$ cat config.mk
export PLATFORM = sky130hd
export DESIGN_NAME = draw_scheduler
export DESIGN_NICKNAME = d
export VERILOG_FILES = /design/src/rtl/draw_scheduler.sv
export SDC_FILE = /design/constraint.sdc
export NUM_CORES = 1
export LEC_CHECK = 0
export ABC_AREA = 1
export BUFFER_PORTS_ARGS = -buffer_cell sky130_fd_sc_hd__buf_2
export CELL_PAD_IN_SITES_DETAIL_PLACEMENT = 0
export CELL_PAD_IN_SITES_GLOBAL_PLACEMENT = 1
export CORE_MARGIN = 5
export CORE_UTILIZATION = 37
export CTS_CLUSTER_SIZE = 20
export DETAILED_ROUTE_END_ITERATION = 10
export PLACE_DENSITY_LB_ADDON = 0.2
export SYNTH_ARGS = -nofsm -noshare
export SYNTH_HDL_FRONTEND = slang
export SYNTH_SLANG_ARGS = --single-unit
$ cat constraint.sdc
create_clock -name clk -period 3.8 [get_ports clk]
set_input_delay 0.19 -clock clk [delete_from_list [all_inputs] [get_ports clk]]
set_output_delay 0.19 -clock clk [all_outputs]
set_load 0.02 [all_outputs]
$ cat src/rtl/draw_scheduler.sv
// draw_scheduler: frame-level owner of the single VGA pixel-write port.
// Each frame: clear the screen to BG_COLOR, then start every enabled drawer
// in index order, forwarding the running drawer's pixel stream to the adapter.
//
// Ports:
//   clk, rst            clock (rising edge), asynchronous active-low reset
//   frame_tick          single-cycle frame redraw request
//   obj_enable          per-slot draw enable for this frame
//   obj_start           one-hot single-cycle start pulse to drawer idx
//   obj_plot/x/y/color  per-slot pixel streams, packed by slot
//   obj_done            per-slot done level
//   vga_plot/x/y/color  registered pixel write to the adapter
//   busy                high whenever the scheduler is not idle
//   frame_done          single-cycle pulse at end of frame
//   overrun             sticky: tick arrived with a request already pending
//   timeout_err         sticky: a drawer was aborted by the watchdog
module draw_scheduler #(
    parameter int unsigned        NUM_OBJ  = 6,
    parameter int unsigned        SCREEN_W = 320,
    parameter int unsigned        SCREEN_H = 240,
    parameter int unsigned        X_W      = 9,
    parameter int unsigned        Y_W      = 8,
    parameter int unsigned        COLOR_W  = 3,
    parameter logic [COLOR_W-1:0] BG_COLOR = '0,
    parameter int unsigned        TIMEOUT  = 4096
) (
    input  logic                       clk,
    input  logic                       rst,
    input  logic                       frame_tick,
    input  logic [NUM_OBJ-1:0]         obj_enable,
    output logic [NUM_OBJ-1:0]         obj_start,
    input  logic [NUM_OBJ-1:0]         obj_plot,
    input  logic [NUM_OBJ*X_W-1:0]     obj_x,
    input  logic [NUM_OBJ*Y_W-1:0]     obj_y,
    input  logic [NUM_OBJ*COLOR_W-1:0] obj_color,
    input  logic [NUM_OBJ-1:0]         obj_done,
    output logic                       vga_plot,
    output logic [X_W-1:0]             vga_x,
    output logic [Y_W-1:0]             vga_y,
    output logic [COLOR_W-1:0]         vga_color,
    output logic                       busy,
    output logic                       frame_done,
    output logic                       overrun,
    output logic                       timeout_err
);

    localparam int unsigned IDX_W = (NUM_OBJ > 1) ? $clog2(NUM_OBJ) : 1;
    localparam int unsigned WD_W  = (TIMEOUT > 4) ? $clog2(TIMEOUT) : 2;
    // Cycles at the start of WAIT_OBJ during which a stale done is ignored
    localparam int unsigned DONE_MASK = 2;

    typedef enum logic [2:0] {
        S_IDLE,
        S_CLEAR,
        S_START_OBJ,
        S_WAIT_OBJ,
        S_NEXT_OBJ,
        S_FRAME_END
    } state_e;

    state_e               state_q, state_d;
    logic [X_W-1:0]       x_q, x_d;
    logic [Y_W-1:0]       y_q, y_d;
    logic [IDX_W-1:0]     idx_q, idx_d;
    logic [WD_W-1:0]      wd_q, wd_d;
    logic                 pending_q, pending_d;

    logic [NUM_OBJ-1:0]   obj_start_q, obj_start_d;
    logic                 vga_plot_q, vga_plot_d;
    logic [X_W-1:0]       vga_x_q, vga_x_d;
    logic [Y_W-1:0]       vga_y_q, vga_y_d;
    logic [COLOR_W-1:0]   vga_color_q, vga_color_d;
    logic                 busy_q, busy_d;
    logic                 frame_done_q, frame_done_d;
    logic                 overrun_q, overrun_d;
    logic                 timeout_err_q, timeout_err_d;

    // Currently selected slot's drawer signals
    logic                 sel_plot;
    logic                 sel_done;
    logic [X_W-1:0]       sel_x;
    logic [Y_W-1:0]       sel_y;
    logic [COLOR_W-1:0]   sel_color;

    assign sel_plot  = obj_plot[idx_q];
    assign sel_done  = obj_done[idx_q];
    assign sel_x     = obj_x[idx_q*X_W +: X_W];
    assign sel_y     = obj_y[idx_q*Y_W +: Y_W];
    assign sel_color = obj_color[idx_q*COLOR_W +: COLOR_W];

    // State and output registers
    always_ff @(posedge clk or negedge rst) begin
        if (!rst) begin
            state_q       <= S_IDLE;
            x_q           <= '0;
            y_q           <= '0;
            idx_q         <= '0;
            wd_q          <= '0;
            pending_q     <= 1'b0;
            obj_start_q   <= '0;
            vga_plot_q    <= 1'b0;
            vga_x_q       <= '0;
            vga_y_q       <= '0;
            vga_color_q   <= '0;
            busy_q        <= 1'b0;
            frame_done_q  <= 1'b0;
            overrun_q     <= 1'b0;
            timeout_err_q <= 1'b0;
        end else begin
            state_q       <= state_d;
            x_q           <= x_d;
            y_q           <= y_d;
            idx_q         <= idx_d;
            wd_q          <= wd_d;
            pending_q     <= pending_d;
            obj_start_q   <= obj_start_d;
            vga_plot_q    <= vga_plot_d;
            vga_x_q       <= vga_x_d;
            vga_y_q       <= vga_y_d;
            vga_color_q   <= vga_color_d;
            busy_q        <= busy_d;
            frame_done_q  <= frame_done_d;
            overrun_q     <= overrun_d;
            timeout_err_q <= timeout_err_d;
        end
    end

    // Next-state and next-output logic
    always_comb begin
        state_d       = state_q;
        x_d           = x_q;
        y_d           = y_q;
        idx_d         = idx_q;
        wd_d          = wd_q;
        pending_d     = pending_q;
        obj_start_d   = '0;
        vga_plot_d    = 1'b0;
        vga_x_d       = '0;
        vga_y_d       = '0;
        vga_color_d   = '0;
        frame_done_d  = 1'b0;
        overrun_d     = overrun_q;
        timeout_err_d = timeout_err_q;

        // A tick mid-frame is remembered; a second one collapses into it
        if (frame_tick && (state_q != S_IDLE) && (state_q != S_FRAME_END)) begin
            if (pending_q) begin
                overrun_d = 1'b1;
            end
            pending_d = 1'b1;
        end

        case (state_q)
            S_IDLE: begin
                if (frame_tick || pending_q) begin
                    state_d   = S_CLEAR;
                    x_d       = '0;
                    y_d       = '0;
                    pending_d = 1'b0;
                end
            end

            S_CLEAR: begin
                vga_plot_d  = 1'b1;
                vga_x_d     = x_q;
                vga_y_d     = y_q;
                vga_color_d = BG_COLOR;
                if (x_q == X_W'(SCREEN_W - 1)) begin
                    x_d = '0;
                    if (y_q == Y_W'(SCREEN_H - 1)) begin
                        y_d     = '0;
                        idx_d   = '0;
                        state_d = S_START_OBJ;
                    end else begin
                        y_d = y_q + 1'b1;
                    end
                end else begin
                    x_d = x_q + 1'b1;
                end
            end

            S_START_OBJ: begin
                if (obj_enable[idx_q]) begin
                    obj_start_d = NUM_OBJ'(1) << idx_q;
                    wd_d        = '0;
                    state_d     = S_WAIT_OBJ;
                end else begin
                    state_d = S_NEXT_OBJ;
                end
            end

            S_WAIT_OBJ: begin
                vga_plot_d  = sel_plot;
                vga_x_d     = sel_x;
                vga_y_d     = sel_y;
                vga_color_d = sel_color;
                if (sel_done && (wd_q >= WD_W'(DONE_MASK))) begin
                    state_d = S_NEXT_OBJ;
                end else if (wd_q == WD_W'(TIMEOUT - 1)) begin
                    timeout_err_d = 1'b1;
                    state_d       = S_NEXT_OBJ;
                end else begin
                    wd_d = wd_q + 1'b1;
                end
            end

            S_NEXT_OBJ: begin
                if (idx_q == IDX_W'(NUM_OBJ - 1)) begin
                    state_d = S_FRAME_END;
                end else begin
                    idx_d   = idx_q + 1'b1;
                    state_d = S_START_OBJ;
                end
            end

            S_FRAME_END: begin
                frame_done_d = 1'b1;
                // A tick here starts the next frame; it only overruns if one was queued
                if (pending_q || frame_tick) begin
                    state_d   = S_CLEAR;
                    x_d       = '0;
                    y_d       = '0;
                    pending_d = pending_q && frame_tick;
                    if (pending_q && frame_tick) begin
                        overrun_d = 1'b1;
                    end
                end else begin
                    state_d = S_IDLE;
                end
            end

            default: begin
                state_d = S_IDLE;
            end
        endcase

        busy_d = (state_d != S_IDLE);
    end

    assign obj_start   = obj_start_q;
    assign vga_plot    = vga_plot_q;
    assign vga_x       = vga_x_q;
    assign vga_y       = vga_y_q;
    assign vga_color   = vga_color_q;
    assign busy        = busy_q;
    assign frame_done  = frame_done_q;
    assign overrun     = overrun_q;
    assign timeout_err = timeout_err_q;

endmodule

==> metrics.cfg, run 1 <==
[setup_path]
critPathKind=reg -> reg
startpoint=idx_q[1]
arrival_ns=2.50
crit_path_end_kind=flip-flop
rr_startpoint=idx_q[1]
cp.required_ns=4.00
critical_path.max_fanout=25
critPathLaunchType=flip-flop

[clock_tree]
ctsResizeCount=0
clock-sinks=67
clkTransAtPathRegs_ns=0.05
cts_made_buffers=9
clkLatencyLatePin_ns=0.33
hold_buffers=0
htreeDepth=3
postCtsSetupRepairBufs=0
cts_tree=built
root_buffer=clkbuf_16
clockBufferDepth=2

[routing]
viasPerCell=5.06
wl_mm=14.8
drt_iter0_markers=408
dr_total_vias=4810
wl_per_cell_um=15.6
drtAntennaViolNets=0
first_pass_iters=6
route.detailed.drc=0

[placement]
place_hpwl_mm=11.6
port_buffers=171
gp_congestion=0.896
pre_cts_slack_ns=1.52

[sta]
finalCritPeriodShare_pct=60.4
setup-tns-final_ns=0
fin_crit_ns=2.30
skew_ns=0.00639
hold_viol=11
whs_ns=-0.0132
fmax_mhz=435
worstMarginPinSlew_ns=0.887
finalSetupViolCount=0
setup_ws_ns=1.50
drv_slew=0
grt_setup_unrepaired=no
relSlewSlack_pct=40.8

[power]
p_switching_w=0.000798
peakVddDrop_v=0.000212
power_w=0.00238
internal_power_w=0.00159
combPwrFrac_pct=27.3
p_per_area_nw_per_um2=421
swShare_pct=33.5
clock_power_share_pct=32.8
seq_power_share_pct=39.9
p_leak_nw=2.95

[synth]
synthMuxAreaShare_pct=0
synth_area_leaders=dfrtp_1, nand2_1, o21ai_0, nor2_1, inv_1
synth_edf_count=0
synth_cell_type_count=38
yosysTopAreaCellShare_pct=37.8
synth-xor-area-share_pct=1.97
synth.largest_area_cell=dfrtp_1
synth_simple_gate_area_share_pct=30.2
syn_nets=790
syn_area_per_cell_um2=6.94
syn_area_um2=4440
synthArstFlopShare_pct=100
synth_top_family_by_area=simple AND/OR/NAND/NOR gates
ys.warnings.count=0
ys_seq_area_share_pct=37.8
synth_compound_area_share_pct=19.2
synthCells=640
synth-adder-area-share_pct=2.54
synthFlopType=dfrtp_1
ys_seq_elements=67

[cells_and_area]
layout.cells.most_common=buf_2
final_cell_mix=buf_2, nand2_1, nor2_1
antennaDiodeCount=0
area_delta_synth_final_pct=27.5
drive_gt1_share_pct=27.6
final_net_count=948

[floorplanning]
io_pins=172
fp-row-count=40
die_h_um=120
dieArea_um2=14300
fp.dieW_um=120
core_um2=11900
start_util_pct=37.3

[grt]
grt_max_degree=51
use_met3_pct=3.86
grt-ovfl-total=0
grt.met2_usage_pct=31.8
top_usage_layer=met2
antenna_found_initial=1
grt_pass1_wl_mm=23.6
grt_use_met1_pct=28.7
grt_pass1_vias=4579
grtUsageTotal_pct=20.2

[worst_hold_path]
hold_class=in -> async

[flow_run]
maxCapViolCount=0

[outcome]
violations=hold timing
status=finished with violations

==> metrics by stage <==
step / util [%] / cell area, µm² / instances
after floorplan: - / 4440 / 640
after global placement: 45.1 / 5370 / 934
after detailed placement: 45.1 / 5370 / 934
after CTS: 47.5 / 5660 / 950
after global routing: 47.5 / 5660 / 950
final: 47.5 / 5660 / 950
==> worst max-delay path, stage by stage (launching register included) <==
cell,delay (ns)
dfrtp_1,0.37
inv_1,0.52
ha_1,0.31
nand2_1,0.15
nand2_1,0.16
nand2_1,0.08
nand3_1,0.21
nand2_2,0.08
inv_2,0.05
nand2_2,0.05
nor2_2,0.11
nand2_1,0.06
==> cells in the mapped netlist, types with 3 or more instances <==
cell type  count
ha_1           9
dfrtp_1       67
nand2_2       10
o21ai_0       93
nor2_1       105
buf_1          3
xor2_1         9
o22ai_1       22
nand2_1      130
clkbuf_1      14
nor3_1        14
o21ai_1       12
o21a_1         5
a21oi_1       18
inv_2          8
nand3_1       30
nand4_1        5
buf_2          8
inv_1         50
buf_6          4
==> sequential cells by signal, summed over array words and instances (netlist names) <==
| name | cells |
|---|---|
| wd_q | 12 |
| vga_x | 9 |
| x_q | 9 |
| vga_y | 8 |
| y_q | 8 |
| obj_start | 6 |
| idx_q | 3 |
| state_q | 3 |
| vga_color | 3 |
| busy | 1 |
| frame_done | 1 |
| overrun | 1 |
| pending_q | 1 |
| timeout_err | 1 |
| vga_plot | 1 |
==> power by group through the flow <==
stage                     combinational [W]  sequential (W)  clock [W]
after floorplan                    0.000301         0.00104          0
after detailed placement           0.000655        0.000963          0
after CTS                          0.000658        0.000952   0.000805
after global routing               0.000735        0.000969   0.000839
final                              0.000650        0.000951   0.000782
after global placement             0.000652        0.000958          0
==> kinds of logic (layout without fill, tap and decap cells) <==
logic type / count (synthesis) / after routing
and+or+nand+nor: 309 / 309
adders and majority gates: 9 / 9
xor gates and xnor gates: 10 / 10
AOI/OAI and AO/OA: 157 / 157
buffers and inverters: 88 / 251
DFF: 67 / 67
==> cell type report <==
type	instances	area, µm²
Clock buffer	13	270
Clock inverter	3	21.3
Fill cell	1235	6250
Inverter	59	223
Multi-Input combinational cell	485	2390
Sequential cell	67	1680
Tap cell	147	184
Timing Repair Buffer	176	893
==> final timing paths <==
check	endpoint	slack (ns)	depth (start not counted)
setup / recovery	busy	1.50	11
hold / removal	y_q[5]	-0.01	1
setup reg to reg	busy	1.50	11
hold reg to reg	timeout_err	0.46	1
max in group asynchronous	idx_q[0]	2.90	2
min in group clk	vga_color[2]	0.20	3
==> routing by layer <==
metal	routed length, µm	share of wire, %
met1	6760	46
met2	6810	46
met3	1080	7.3
met4	153	1.0
met5	13	0.088
No activity file was read; power rests on OpenSTA's default activity.
==> run 2: changes to the inputs <==
--- a/config.mk
+++ b/config.mk
@@ -10,7 +10,7 @@
 export CELL_PAD_IN_SITES_DETAIL_PLACEMENT = 0
 export CELL_PAD_IN_SITES_GLOBAL_PLACEMENT = 1
 export CORE_MARGIN = 5
-export CORE_UTILIZATION = 37
+export CORE_UTILIZATION = 34
 export CTS_CLUSTER_SIZE = 20
 export DETAILED_ROUTE_END_ITERATION = 10
 export PLACE_DENSITY_LB_ADDON = 0.2
==> constraint.sdc (replaced) <==
create_clock -name clk -period 2.18 [get_ports clk]
set_input_delay 0.109 -clock clk [delete_from_list [all_inputs] [get_ports clk]]
set_output_delay 0.109 -clock clk [all_outputs]
set_load 0.02 [all_outputs]
==> run 2 against run 1 <==
The run now ends clean. First-iteration DRC count up 7.6%. Combinational power increased by 77%. Flip-flop and latch count unchanged. Clock skew shrank 0.0021 ns. Non-clock buffer count up 10. Global-route usage decreased by 1.0 points. Critical path type unchanged. Highest routed layer is now met4.
==> metrics.cfg, run 2 (synthesized netlist as in run 1, its figures left out) <==
[power]
peakVddDrop_v=0.000383  ; was 0.000212 V
p_per_area_nw_per_um2=732  ; was 421 nW/µm²
power_w=0.00424  ; was 0.00238 W
p_leak_nw=3.01  ; was 2.95 nW

[routing]
drt_iter0_markers=439  ; was 408
wl_per_cell_um=15.5  ; was 15.6 µm
dr_total_vias=4907  ; was 4810
viasPerCell=4.99  ; was 5.06
first_pass_iters=5  ; was 6
wl_mm=15.3  ; was 14.8 mm
route.detailed.drc=0  ; unchanged
drtAntennaViolNets=0  ; unchanged

[clock_tree]
cts_made_buffers=9  ; unchanged
clock-sinks=67  ; unchanged
htreeDepth=3  ; unchanged
clkTransAtPathRegs_ns=0.05  ; about the same
postCtsSetupRepairBufs=0  ; unchanged
clkLatencyLatePin_ns=0.33  ; about the same
cts_tree=built  ; unchanged
clockBufferDepth=2  ; unchanged
root_buffer=clkbuf_16  ; unchanged

[setup_path]
cp.required_ns=2.45  ; was 4.00 ns
reg2reg_to=busy  ; unchanged
r2r_slack_ns=0.21  ; was 1.50 ns
max_stage_delay_ns=0.45  ; was 0.52 ns
crit_path_top_delay_cell=dfrtp_1  ; was inv_1
critPathLaunchType=flip-flop  ; unchanged
path_common_cell=nand2_1  ; unchanged
critical_path.max_fanout=11  ; was 25
reg2regPathDepth=11  ; unchanged
crit_path_end_kind=flip-flop  ; unchanged
rr_startpoint=idx_q[1]  ; unchanged
arrival_ns=2.24  ; was 2.50 ns
critPathKind=reg -> reg  ; unchanged
cp_cell_sequence=clkinvlp_4 -> ha_1 -> nand2_1 -> nand2_1 -> nand2_1 -> nand3_1 -> nand2_2 -> inv_2 -> nand2_2 -> nor2_2 -> nand2_1  ; was inv_1 -> ha_1 -> nand2_1 -> nand2_1 -> nand2_1 -> nand3_1 -> nand2_2 -> inv_2 -> nand2_2 -> nor2_2 -> nand2_1

[floorplanning]
dieArea_um2=15400  ; was 14300 µm²
die_h_um=124  ; was 120 µm
start_util_pct=34.9  ; was 37.3%
io_pins=172  ; unchanged
fp.dieW_um=124  ; was 120 µm
fp-row-count=41  ; was 40
core_um2=12700  ; was 11900 µm²

[worst_hold_path]
holdPathEnd=vga_color[0]
hold_class=in -> reg  ; was in -> async
hold_depth=3
min_from=obj_color[12]

[sta]
fmax_mhz=507  ; was 435 MHz
relSlewSlack_pct=70.8  ; was 40.8%
finalSetupViolCount=0  ; unchanged
hold_viol=0  ; was 11
worstMarginPinSlew_ns=0.435  ; was 0.887 ns
grt_setup_unrepaired=no  ; unchanged
skew_ns=0.00433  ; was 0.00639 ns
fin_crit_ns=1.97  ; was 2.30 ns
setup-tns-final_ns=0  ; unchanged
drv_slew=0  ; unchanged
finalCritPeriodShare_pct=90.5  ; was 60.4%

[cells_and_area]
layout.cells.most_common=buf_2  ; unchanged
area_delta_synth_final_pct=30.3  ; was 27.5%
largest_register_ffs=12  ; unchanged
regMostFlops=wd_q  ; unchanged
drive_gt1_share_pct=28.6  ; was 27.6%
antennaDiodeCount=0  ; unchanged
final_net_count=958  ; was 948
final_cell_mix=buf_2, nand2_1, nor2_1  ; unchanged

[placement]
gp_congestion=0.876  ; was 0.896
port_buffers=171  ; unchanged
place_hpwl_mm=12.0  ; was 11.6 mm

[grt]
grt_pass1_vias=4761  ; was 4579
grtUsageTotal_pct=19.2  ; was 20.2%
grt_max_degree=68  ; was 51
antenna_found_initial=0  ; was 1
grt_pass1_wl_mm=24.6  ; was 23.6 mm
grt-ovfl-total=0  ; unchanged

[outcome]
status=complete, no violations  ; was finished with violations

[flow_run]
maxCapViolCount=0  ; unchanged

==> run 2: cell count changes in the layout (fill, tap and decap cells not counted) <==
cell           before  now
dlygate4sd3_1       0    1
buf_4               5   13
bufinv_16           0    1
clkbuf_1            1    0
clkinv_2            2    4
clkbuf_8            3    1
buf_12              0    1
inv_1              50   49
==> run 2: stage by stage <==
| step | cell area, µm² | utilization (%) | hold slack [ns] | setup WS, ns | std cells |
|---|---|---|---|---|---|
| floorplan | 4440 | - | -0.187 | 0.357 | 640 |
| CTS | 5780 | 45.5 | 0.0763 | 0.162 | 984 |
| finish | 5790 | 45.5 | 0.0814 | 0.207 | 984 |
| detailed placement | 5480 | 43.1 | 0.157 | 0.180 | 968 |
| global placement | 5480 | 43.1 | 0.155 | 0.169 | 968 |
| global route | 5790 | 45.5 | 0.110 | 0.00307 | 984 |
==> run 2: final cells by class <==
class	instances	area, µm²
fillers	1364	6930
clock inverters	5	53.8
inverters	59	226
clock buffers	10	239
flip-flops and latches	67	1680
repair buffers	186	983
well taps	172	215
multi-input cells	485	2390
==> run 2: routing by layer <==
layer,routed length (µm),part of all wire [%],up-vias,GRT usage (%)
met3,1030,6.8,13,3.95
met1,6890,45,2268,26.2
met4,180,1.2,0,5.22
li1,-,-,2441,-
met5,0,0,-,0
met2,7150,47,185,30.8
==> run 2: worst max-delay path: cells and delay by family, from the launching register on <==
family | cells | cell delay [ns]
adder cells (fa/ha/maj) | 1 | 0.27
buffers and inverters | 2 | 0.30
flip-flops | 1 | 0.45
AND/OR/NAND/NOR | 8 | 0.89
==> run 2: worst max-delay path by stage <==
stage | startpoint | endpoint | slack (ns) | cells after the start
6_report | idx_q[1] | busy | 0.21 | 11
2_1_floorplan | idx_q[1] | busy | 0.36 | 12
4_1_cts | idx_q[1] | busy | 0.16 | 11
3_5_place_dp | idx_q[1] | busy | 0.18 | 11
3_3_place_gp | idx_q[1] | busy | 0.17 | 11
5_1_grt | idx_q[1] | busy | 0.003 | 11
==> run 2: power by group <==
part           total, W  internal, W  switching, W
sequential      0.00166      0.00150      0.000161
combinational   0.00115     0.000409      0.000738
clock           0.00143     0.000905      0.000522
total           0.00424      0.00282       0.00142
==> run 2: what timing repair did <==
item | CTS | global route
setup endpoints to repair | 0 | 1
gates resized for setup | 0 | 1
hold buffers | 1 | 0
endpoints found under the hold margin | 67 | 0
==> run 3: changes to the inputs <==
--- a/config.mk
+++ b/config.mk
@@ -14,6 +14,7 @@
 export CTS_CLUSTER_SIZE = 20
 export DETAILED_ROUTE_END_ITERATION = 10
 export PLACE_DENSITY_LB_ADDON = 0.2
+export REMOVE_ABC_BUFFERS = 1
 export SYNTH_ARGS = -nofsm -noshare
 export SYNTH_HDL_FRONTEND = slang
 export SYNTH_SLANG_ARGS = --single-unit
==> run 3 against run 2 <==
Cell count unchanged. First-iteration DRC count fell by 33%. Fmax grew 1.0%. Die area stayed put. Sequential power is essentially flat. Utilization increased by 0.62 points. Clock skew fell by 0.00070 ns. Hold slack better by 0.0019 ns. Power up 8.8%. Critical path type unchanged. Largest cell class unchanged.
==> metrics.cfg, run 3 (synthesized netlist as in run 1, its figures left out) <==
[outcome]
status=complete, no violations  ; unchanged

[grt]
grtUsageTotal_pct=19.2  ; about the same
grt_pass1_vias=4741  ; was 4761
grt_pass1_wl_mm=24.6  ; about the same
grt-ovfl-total=0  ; unchanged
grt_max_degree=56  ; was 68
antenna_found_initial=1  ; was 0

[sta]
fmax_mhz=512  ; was 507 MHz
hold_viol=0  ; unchanged
finalCritPeriodShare_pct=89.6  ; was 90.5%
whs_ns=0.0833  ; was 0.0814 ns
skew_ns=0.00363  ; was 0.00433 ns
fin_crit_ns=1.95  ; was 1.97 ns
drv_slew=0  ; unchanged
relSlewSlack_pct=63.0  ; was 70.8%
setup_ws_ns=0.227  ; was 0.207 ns
finalSetupViolCount=0  ; unchanged
grt_setup_unrepaired=no  ; unchanged
worstMarginPinSlew_ns=0.554  ; was 0.435 ns

[routing]
first_pass_iters=5  ; unchanged
viasPerCell=4.93  ; was 4.99
route.detailed.drc=0  ; unchanged
dr_total_vias=4847  ; was 4907
drt_iter0_markers=293  ; was 439
wl_per_cell_um=15.2  ; was 15.5 µm
drtAntennaViolNets=0  ; unchanged
wl_mm=14.9  ; was 15.3 mm

[placement]
placed_area_um2=5480  ; about the same
port_buffers=171  ; unchanged
pre_cts_slack_ns=0.256  ; was 0.180 ns
place_hpwl_mm=11.7  ; was 12.0 mm
gp_congestion=0.856  ; was 0.876

[cells_and_area]
regMostFlops=wd_q  ; unchanged
layout.cells.most_common=buf_2  ; unchanged
final_cell_mix=buf_2, nand2_1, nor2_1  ; unchanged
final_area_um2=5870  ; was 5790 µm²
finish.utilization_pct=46.1  ; was 45.5%
drive_gt1_share_pct=28.4  ; was 28.6%
largest_register_ffs=12  ; unchanged
area_delta_synth_final_pct=32.1  ; was 30.3%
final_net_count=956  ; was 958

[clock_tree]
postCtsSetupRepairBufs=0  ; unchanged
cts_made_buffers=9  ; unchanged
clkTransAtPathRegs_ns=0.06  ; was 0.05 ns
clockBufferDepth=2  ; unchanged
root_buffer=clkbuf_16  ; unchanged
ctsResizeCount=0  ; unchanged
cts_tree=built  ; unchanged
clkLatencyLatePin_ns=0.33  ; about the same
htreeDepth=3  ; unchanged
clock-sinks=67  ; unchanged

[setup_path]
critical_path.max_fanout=12  ; was 11
arrival_ns=2.18  ; was 2.24 ns
critPathKind=reg -> reg  ; unchanged
reg2reg_to=wd_q[8]  ; was busy
r2r_slack_ns=0.23  ; was 0.21 ns
cp.required_ns=2.41  ; was 2.45 ns
rr_startpoint=wd_q[0]  ; was idx_q[1]
crit_path_end_kind=flip-flop  ; unchanged
startpoint=wd_q[0]  ; was idx_q[1]
critPathLaunchType=flip-flop  ; unchanged
reg2regPathDepth=10  ; was 11
crit_end=wd_q[8]  ; was busy

[power]
p_leak_nw=3.03  ; was 3.01 nW
peakVddDrop_v=0.000408  ; was 0.000383 V
p_per_area_nw_per_um2=786  ; was 732 nW/µm²
power_w=0.00461  ; was 0.00424 W

[floorplanning]
fp-row-count=41  ; unchanged
core_um2=12700  ; unchanged
io_pins=172  ; unchanged
dieArea_um2=15400  ; unchanged
die_h_um=124  ; unchanged
start_util_pct=34.9  ; unchanged
fp.dieW_um=124  ; unchanged

[flow_run]
maxCapViolCount=0  ; unchanged

[worst_hold_path]
hold_class=in -> reg  ; unchanged

[run 3: what timing repair did]
item / in CTS / in global routing
hold buffers: 1 / 0
setup endpoints to repair: 0 / 0
endpoints found under the hold margin: 21 / 0
[run 3: final cells by class]
type                            count  area (µm²)
Inverter                           59         223
Sequential cell                    67        1680
Tap cell                          172         215
Clock buffer                       10         239
Multi-Input combinational cell    485        2390
Timing Repair Buffer              184         981
Antenna cell                        1        2.50
Clock inverter                      6         136
Fill cell                        1330        6860
[run 3: power breakdown]
group / total, W / switching (W) / leakage, nW / internal (W)
Sequential: 0.00165 / 0.000147 / 0.861 / 0.00150
Combinational: 0.00115 / 0.000740 / 1.99 / 0.000408
Clock: 0.00181 / 0.000549 / 0.179 / 0.00127
Total: 0.00461 / 0.00144 / 3.03 / 0.00317
[run 3: worst min-delay path by stage]
stage | startpoint | endpoint | slack (ns) | cells after the start
after floorplan | rst | busy | -0.19 | 0
after global placement | rst | y_q[0] | 0.12 | 1
after detailed placement | rst | y_q[1] | 0.13 | 1
after CTS | obj_color[12] | vga_color[0] | 0.07 | 3
after global routing | obj_color[12] | vga_color[0] | 0.1 | 3
final | obj_color[12] | vga_color[0] | 0.08 | 3
[run 3: metrics by stage]
step           instances  setup TNS [ns]
6_report             984               0
5_1_grt              984               0
4_1_cts              983               0
3_3_place_gp         966               0
2_1_floorplan        611          -23.10
3_5_place_dp         966               0
[run 3: worst max-delay path: stages (launching register included)]
cell     delay (ns)
dfrtp_1        0.44
ha_1           0.27
nand2_1        0.07
inv_1          0.08
nand2_1        0.08
nor3_4         0.16
nand3_2        0.12
nand3_2        0.24
nand2_2        0.22
nand2_1        0.12
nand2_1        0.05
[run 3: routing by layer]
metal | GRT usage (%) | vias to the layer above | wire [µm]
met5 | 0 | - | 0
met4 | 6.58 | 0 | 316
met3 | 4.97 | 22 | 930
met2 | 30.2 | 162 | 6780
met1 | 25.8 | 2225 | 6920
li1 | - | 2438 | -
